## src/rtl/seg7_pkg.sv

```systemverilog
// Shared types and constants for the seg7 scan controller.
// Segment patterns are active-low, bit0 = a through bit6 = g.
package seg7_pkg;

  typedef logic [6:0] seg_t;
  typedef logic [3:0] digit_t;

  typedef enum logic [1:0] {
    BLANK      = 2'd0,
    SHOW_UNITS = 2'd1,
    SHOW_TENS  = 2'd2
  } state_e;

  localparam seg_t SEG_0 = 7'h40;
  localparam seg_t SEG_1 = 7'h79;
  localparam seg_t SEG_2 = 7'h24;
  localparam seg_t SEG_3 = 7'h30;
  localparam seg_t SEG_4 = 7'h19;
  localparam seg_t SEG_5 = 7'h12;
  localparam seg_t SEG_6 = 7'h02;
  localparam seg_t SEG_7 = 7'h78;
  localparam seg_t SEG_8 = 7'h00;
  localparam seg_t SEG_9 = 7'h10;

  localparam seg_t SEG_BLANK = 7'h7F;

  localparam logic [1:0] ANODE_OFF   = 2'b11;
  localparam logic [1:0] ANODE_UNITS = 2'b10;
  localparam logic [1:0] ANODE_TENS  = 2'b01;

endpackage

```

## src/rtl/seg7_digit_decode.sv

```systemverilog
// Combinational digit to active-low segment decoder.
// Inputs above 9 produce a dark digit.
module seg7_digit_decode
  import seg7_pkg::*;
(
  input  digit_t digit_i,
  output seg_t   seg_o
);

  // Map one BCD digit to its segment pattern
  always_comb begin
    seg_o = SEG_BLANK;
    case (digit_i)
      4'd0:    seg_o = SEG_0;
      4'd1:    seg_o = SEG_1;
      4'd2:    seg_o = SEG_2;
      4'd3:    seg_o = SEG_3;
      4'd4:    seg_o = SEG_4;
      4'd5:    seg_o = SEG_5;
      4'd6:    seg_o = SEG_6;
      4'd7:    seg_o = SEG_7;
      4'd8:    seg_o = SEG_8;
      4'd9:    seg_o = SEG_9;
      default: seg_o = SEG_BLANK;
    endcase
  end

endmodule

```

## src/rtl/seg7_scan_ctrl.sv

```systemverilog
// Stability filter plus two-digit multiplexed 7-segment scanner.
// Define SEG7_LEADING_ZERO_BLANK_EN to darken a zero tens digit.
module seg7_scan_ctrl
  import seg7_pkg::*;
#(
  parameter int REFRESH_DIV   = 50000,
  parameter int STABLE_CYCLES = 16
) (
  input  logic       clk_pi,
  input  logic       rst_pi,
  input  logic [3:0] value_pi,
  output logic [3:0] value_po,
  output logic       update_po,
  output logic [1:0] anodo_po,
  output logic [6:0] catodo_po
);

  localparam int CW = $clog2(STABLE_CYCLES) + 1;
  localparam int RW = $clog2(REFRESH_DIV);
  localparam logic [CW-1:0] CNT_MAX = CW'(STABLE_CYCLES - 1);
  localparam logic [RW-1:0] REF_MAX = RW'(REFRESH_DIV - 1);

  logic [3:0]    cand_q, cand_d;
  logic [CW-1:0] cnt_q, cnt_d;
  logic [3:0]    val_q, val_d;
  logic          upd_q, upd_d;
  logic          done_q, done_d;
  state_e        state_q, state_d;
  logic [RW-1:0] rcnt_q, rcnt_d;
  logic [1:0]    an_q, an_d;
  seg_t          seg_q, seg_d;

  logic   same;
  logic   commit;
  logic   wrap;
  digit_t units;
  digit_t tens;
  seg_t   seg_units;
  seg_t   seg_tens;

  // Filter: track a candidate and commit it once it has held long enough
  always_comb begin
    same   = (value_pi == cand_q);
    commit = same && (cnt_q == CNT_MAX) &&
             (!done_q || (cand_q != val_q));
    cand_d = value_pi;
    cnt_d  = cnt_q;
    if (!same)
      cnt_d = '0;
    else if (cnt_q != CNT_MAX)
      cnt_d = cnt_q + 1'b1;
    val_d  = commit ? cand_q : val_q;
    upd_d  = commit;
    done_d = done_q | commit;
  end

  assign units = (val_q >= 4'd10) ? (val_q - 4'd10) : val_q;
  assign tens  = {3'b000, (val_q >= 4'd10)};

  seg7_digit_decode u_units (
    .digit_i (units),
    .seg_o   (seg_units)
  );

  seg7_digit_decode u_tens (
    .digit_i (tens),
    .seg_o   (seg_tens)
  );

  // Scan FSM: leave BLANK on first commit, then alternate digits
  always_comb begin
    state_d = state_q;
    rcnt_d  = rcnt_q;
    wrap    = (rcnt_q == REF_MAX);
    unique case (state_q)
      BLANK: begin
        if (commit) begin
          state_d = SHOW_UNITS;
          rcnt_d  = '0;
        end
      end
      SHOW_UNITS: begin
        rcnt_d = wrap ? '0 : rcnt_q + 1'b1;
        if (wrap)
          state_d = SHOW_TENS;
      end
      SHOW_TENS: begin
        rcnt_d = wrap ? '0 : rcnt_q + 1'b1;
        if (wrap)
          state_d = SHOW_UNITS;
      end
      default: begin
        state_d = BLANK;
        rcnt_d  = '0;
      end
    endcase
  end

  // Output drive follows the next slot; digits come from the held value
  always_comb begin
    an_d  = ANODE_OFF;
    seg_d = SEG_BLANK;
    case (state_d)
      SHOW_UNITS: begin
        an_d  = ANODE_UNITS;
        seg_d = seg_units;
      end
      SHOW_TENS: begin
        an_d  = ANODE_TENS;
`ifdef SEG7_LEADING_ZERO_BLANK_EN
        seg_d = (tens == 4'd0) ? SEG_BLANK : seg_tens;
`else
        seg_d = seg_tens;
`endif
      end
      default: begin
        an_d  = ANODE_OFF;
        seg_d = SEG_BLANK;
      end
    endcase
  end

  // Filter and commit registers
  always_ff @(posedge clk_pi) begin
    if (!rst_pi) begin
      cand_q <= '0;
      cnt_q  <= '0;
      val_q  <= '0;
      upd_q  <= 1'b0;
      done_q <= 1'b0;
    end else begin
      cand_q <= cand_d;
      cnt_q  <= cnt_d;
      val_q  <= val_d;
      upd_q  <= upd_d;
      done_q <= done_d;
    end
  end

  // Scan state and registered display outputs
  always_ff @(posedge clk_pi) begin
    if (!rst_pi) begin
      state_q <= BLANK;
      rcnt_q  <= '0;
      an_q    <= ANODE_OFF;
      seg_q   <= SEG_BLANK;
    end else begin
      state_q <= state_d;
      rcnt_q  <= rcnt_d;
      an_q    <= an_d;
      seg_q   <= seg_d;
    end
  end

  assign value_po  = val_q;
  assign update_po = upd_q;
  assign anodo_po  = an_q;
  assign catodo_po = seg_q;

endmodule

```

## config.mk

```make
export PLATFORM = sky130hd
export DESIGN_NAME = seg7_scan_ctrl
export DESIGN_NICKNAME = d
export VERILOG_FILES = /design/src/rtl/seg7_pkg.sv /design/src/rtl/seg7_digit_decode.sv /design/src/rtl/seg7_scan_ctrl.sv
export SDC_FILE = /design/constraint.sdc
export NUM_CORES = 1
export LEC_CHECK = 0
export ABC_AREA = 0
export BUFFER_PORTS_ARGS = -buffer_cell sky130_fd_sc_hd__buf_2
export CAP_MARGIN = 15
export CORE_UTILIZATION = 60
export DETAILED_ROUTE_END_ITERATION = 10
export GPL_TIMING_DRIVEN = 1
export PLACE_DENSITY = 0.8
export SLEW_MARGIN = 20
export SYNTH_ARGS = -nofsm -noshare
export SYNTH_HDL_FRONTEND = slang
export SYNTH_HIERARCHICAL = 1
export SYNTH_SLANG_ARGS = --single-unit
```

## constraint.sdc

```tcl
create_clock -name clk_pi -period 3.4 [get_ports clk_pi]
set_input_delay 0.34 -clock clk_pi [delete_from_list [all_inputs] [get_ports clk_pi]]
set_output_delay 0.34 -clock clk_pi [all_outputs]
set_load 0.02 [all_outputs]
```

==> impl_metrics.py <==
metrics = {
    "grt": {
        "grt_max_degree": 14,
        "antenna_found_initial": 0,
        "grt_pass1_wl_um": 7780,
        "grt_overflow": 0,
        "grt_usage": 0.232,
        "grt_pass1_vias": 1750,
    },
    "route": {
        "dr.first_iter.drc_count": 113,
        "drt_wl_total_um": 4650,
        "drt-wirelength-per-cell_um": 12.3,
        "antenna_left": 0,
        "firstDrtPassIters": 4,
        "route.met3.wl_um": 176,
        "via_per_inst": 5.48,
        "vias": 2065,
        "wl_met2_um": 2050,
        "route.detailed.drc": 0,
        "top_layer_used": "met4",
        "met1Wirelength_um": 2370,
    },
    "cts": {
        "cts_made_buffers": 5,
        "cts_htree_levels": 2,
        "root_buffer": "clkbuf_8",
        "clockBufferDepth": 2,
        "cts_setup_buffers": 0,
        "clock_latency_ns": 0.29,
        "cts_tree": "yes",
        "ctsResizeCount": 0,
        "clk_pin_slew_ns": 0.08,
        "cts.hold.buffers_added": 0,
        "clock-sinks": 42,
    },
    "critical_path": {
        "endpoint_kind": "register",
        "critPathLaunchType": "register",
        "crit_chain": "ha_1, and3_1, ha_1, o211a_2, a2111oi_0, nor2_1, ha_1, nor2_1, nand3_1",
        "crit_slowest_cell": "a2111oi_0",
        "crit_arrival_ns": 2.94,
        "crit_buf_inv": 0,
        "crit_type": "reg -> reg",
        "slowest_delay_ns": 0.43,
        "crit_path_max_fanout": 11,
        "path_delay_family": "adder cells",
        "critPathRequiredTime_ns": 3.56,
        "r2r_slack_ns": 0.62,
        "path_common_cell": "ha_1",
    },
    "finish": {
        "areaGrowthSynthToFinish_pct": 8.79,
        "ff_latch_area_um2": 841,
        "n_fill_cell": 335,
        "fin_util": 0.678,
        "layout.nets": 352,
        "layout-drive-gt1-share": 0.119,
        "multi_input_area_mm2": 0.00152,
        "antenna_cells": 0,
    },
    "timing": {
        "rsz0062_at_grt": "no",
        "setup_viol": 0,
        "hold_viol": 0,
        "fin_crit_ns": 2.78,
        "finalCritPeriodShare": 0.817,
        "max_freq_mhz": 360,
        "fin_tns_setup_ns": 0,
        "fin_skew_ns": 0.00749,
        "slew_viol_final": 0,
        "tightest_slew_ns": 0.708,
        "relSlewSlack": 0.523,
    },
    "place": {
        "detailed_place_hpwl_um": 3450,
        "gp_congestion": 0.868,
        "io_buffers": 19,
    },
    "synthesis": {
        "synth_seq_cells": 42,
        "yosysSeqAreaShare": 0.338,
        "syn_area_per_cell_um2": 8.17,
        "postSynth.asyncResetShare": 0,
        "yosysUniqueCellTypes": 49,
        "yosysWarnings": 6,
        "synth_area_mm2": 0.00249,
        "synth_edf_count": 0,
        "syn_inst": 305,
        "synth_top_flop_cell": "dfxtp_1",
    },
    "outcome": {
        "status": "finished clean",
    },
    "run": {
        "cap_viol_max_count": 0,
    },
    "power_and_ir_drop": {
        "leakagePower_nw": 1.04,
        "ir_drop_uv": 287,
        "powerDensity_mw_per_mm2": 342,
    },
    "floorplan": {
        "die_x_um": 66.4,
        "die_area_mm2": 0.00441,
        "core-area_mm2": 0.00400,
        "pin_count": 20,
        "die_h_um": 66.4,
        "rows": 23,
        "initial_core_util": 0.623,
    },
    "hold_path": {
        "hold_path_class": "in -> reg",
    },
}
[power by group]
group	internal, mW	switching (mW)	leakage (nW)
Clock	0.216	0.168	0.0579
Sequential	0.494	0.00372	0.340
Combinational	0.0163	0.0273	0.642
Total	0.727	0.199	1.04
[through the flow]
stage / power [mW] / cell area [µm²] / cells / worst slack, ns / hold slack, ns
final: 0.926 / 2710 / 377 / 0.622 / 0.277
after global routing: 0.962 / 2710 / 377 / 0.425 / 0.267
after CTS: 0.932 / 2710 / 377 / 0.634 / 0.272
after detailed placement: 0.551 / 2600 / 369 / 0.650 / 0.482
after global placement: 0.551 / 2600 / 369 / 0.767 / 0.464
after floorplan: 0.543 / 2520 / 313 / 0.912 / 0.437
[final cells by class]
cell class | instances | share of cell area
Clock buffer | 5 | 0.0254
Timing Repair Buffer | 20 | 0.0379
Tap cell | 50 | 0.0231
Multi-Input combinational cell | 238 | 0.562
Sequential cell | 42 | 0.310
Inverter | 19 | 0.0263
Clock inverter | 3 | 0.0148
[layer usage]
| metal | vias to the layer above | GRT usage |
|---|---|---|
| met3 | 6 | 0.0638 |
| met1 | 933 | 0.302 |
| met2 | 46 | 0.375 |
| li1 | 1080 | - |
| met5 | - | 0 |
| met4 | 0 | 0.0665 |
[cells by family (layout without fill, tap and decap cells)]
| kind of cell | Yosys count | count (layout) | synth area share |
|---|---|---|---|
| adders and majority gates | 20 | 20 | 0.100 |
| buffers and inverters | 33 | 47 | 0.0628 |
| muxes | 2 | 2 | 0.00804 |
| other | 1 | 9 | 0.00151 |
| and+or+nand+nor | 124 | 124 | 0.250 |
| DFF | 42 | 42 | 0.338 |
| AOI/OAI and AO/OA | 72 | 72 | 0.201 |
| xor gates and xnor gates | 11 | 11 | 0.0387 |
[path summary, 6_finish.rpt]
check | startpoint | to | depth (start not counted)
worst min register to register | rcnt_q[0] | rcnt_q[0] | 1
worst max register to register | cnt_q[0] | catodo_po[5] | 9
worst min-delay path | value_pi[1] | cand_q[1] | 2
worst max-delay path | cnt_q[0] | catodo_po[5] | 9
[cell usage in the layout (no fill, tap or decap), drive strengths merged, types with 6 or more instances in the layout]
cell,n
buf,20
conb,9
nand2b,13
nand2,28
dfxtp,42
a22oi,6
nor2,41
xor2,6
o21ai,28
nand3,11
ha,20
inv,18
a21oi,17
[synth_stat cells, types with 4 or more instances]
library cell	n	share of area
dfxtp_1	42	0.34
nor2b_1	5	0.013
nand2b_1	13	0.033
o21ai_0	15	0.030
o31ai_1	4	0.012
nand2_1	28	0.042
nor2_1	41	0.062
clkbuf_1	5	0.0075
nand3_1	11	0.022
a21oi_1	15	0.030
xnor2_1	5	0.018
and2_1	5	0.013
buf_2	5	0.010
xor2_1	6	0.021
inv_1	16	0.024
a22oi_1	6	0.018
o21ai_1	13	0.026
ha_1	20	0.10
[sequential cells by signal (all words and copies together), names as in the netlist]
name and cells:
catodo_po 7, rcnt_q 16, anodo_po 2, state_q 2
done_q 1, value_po 4, cand_q 4, cnt_q 5
update_po 1
(Power assumes the default switching activity.)
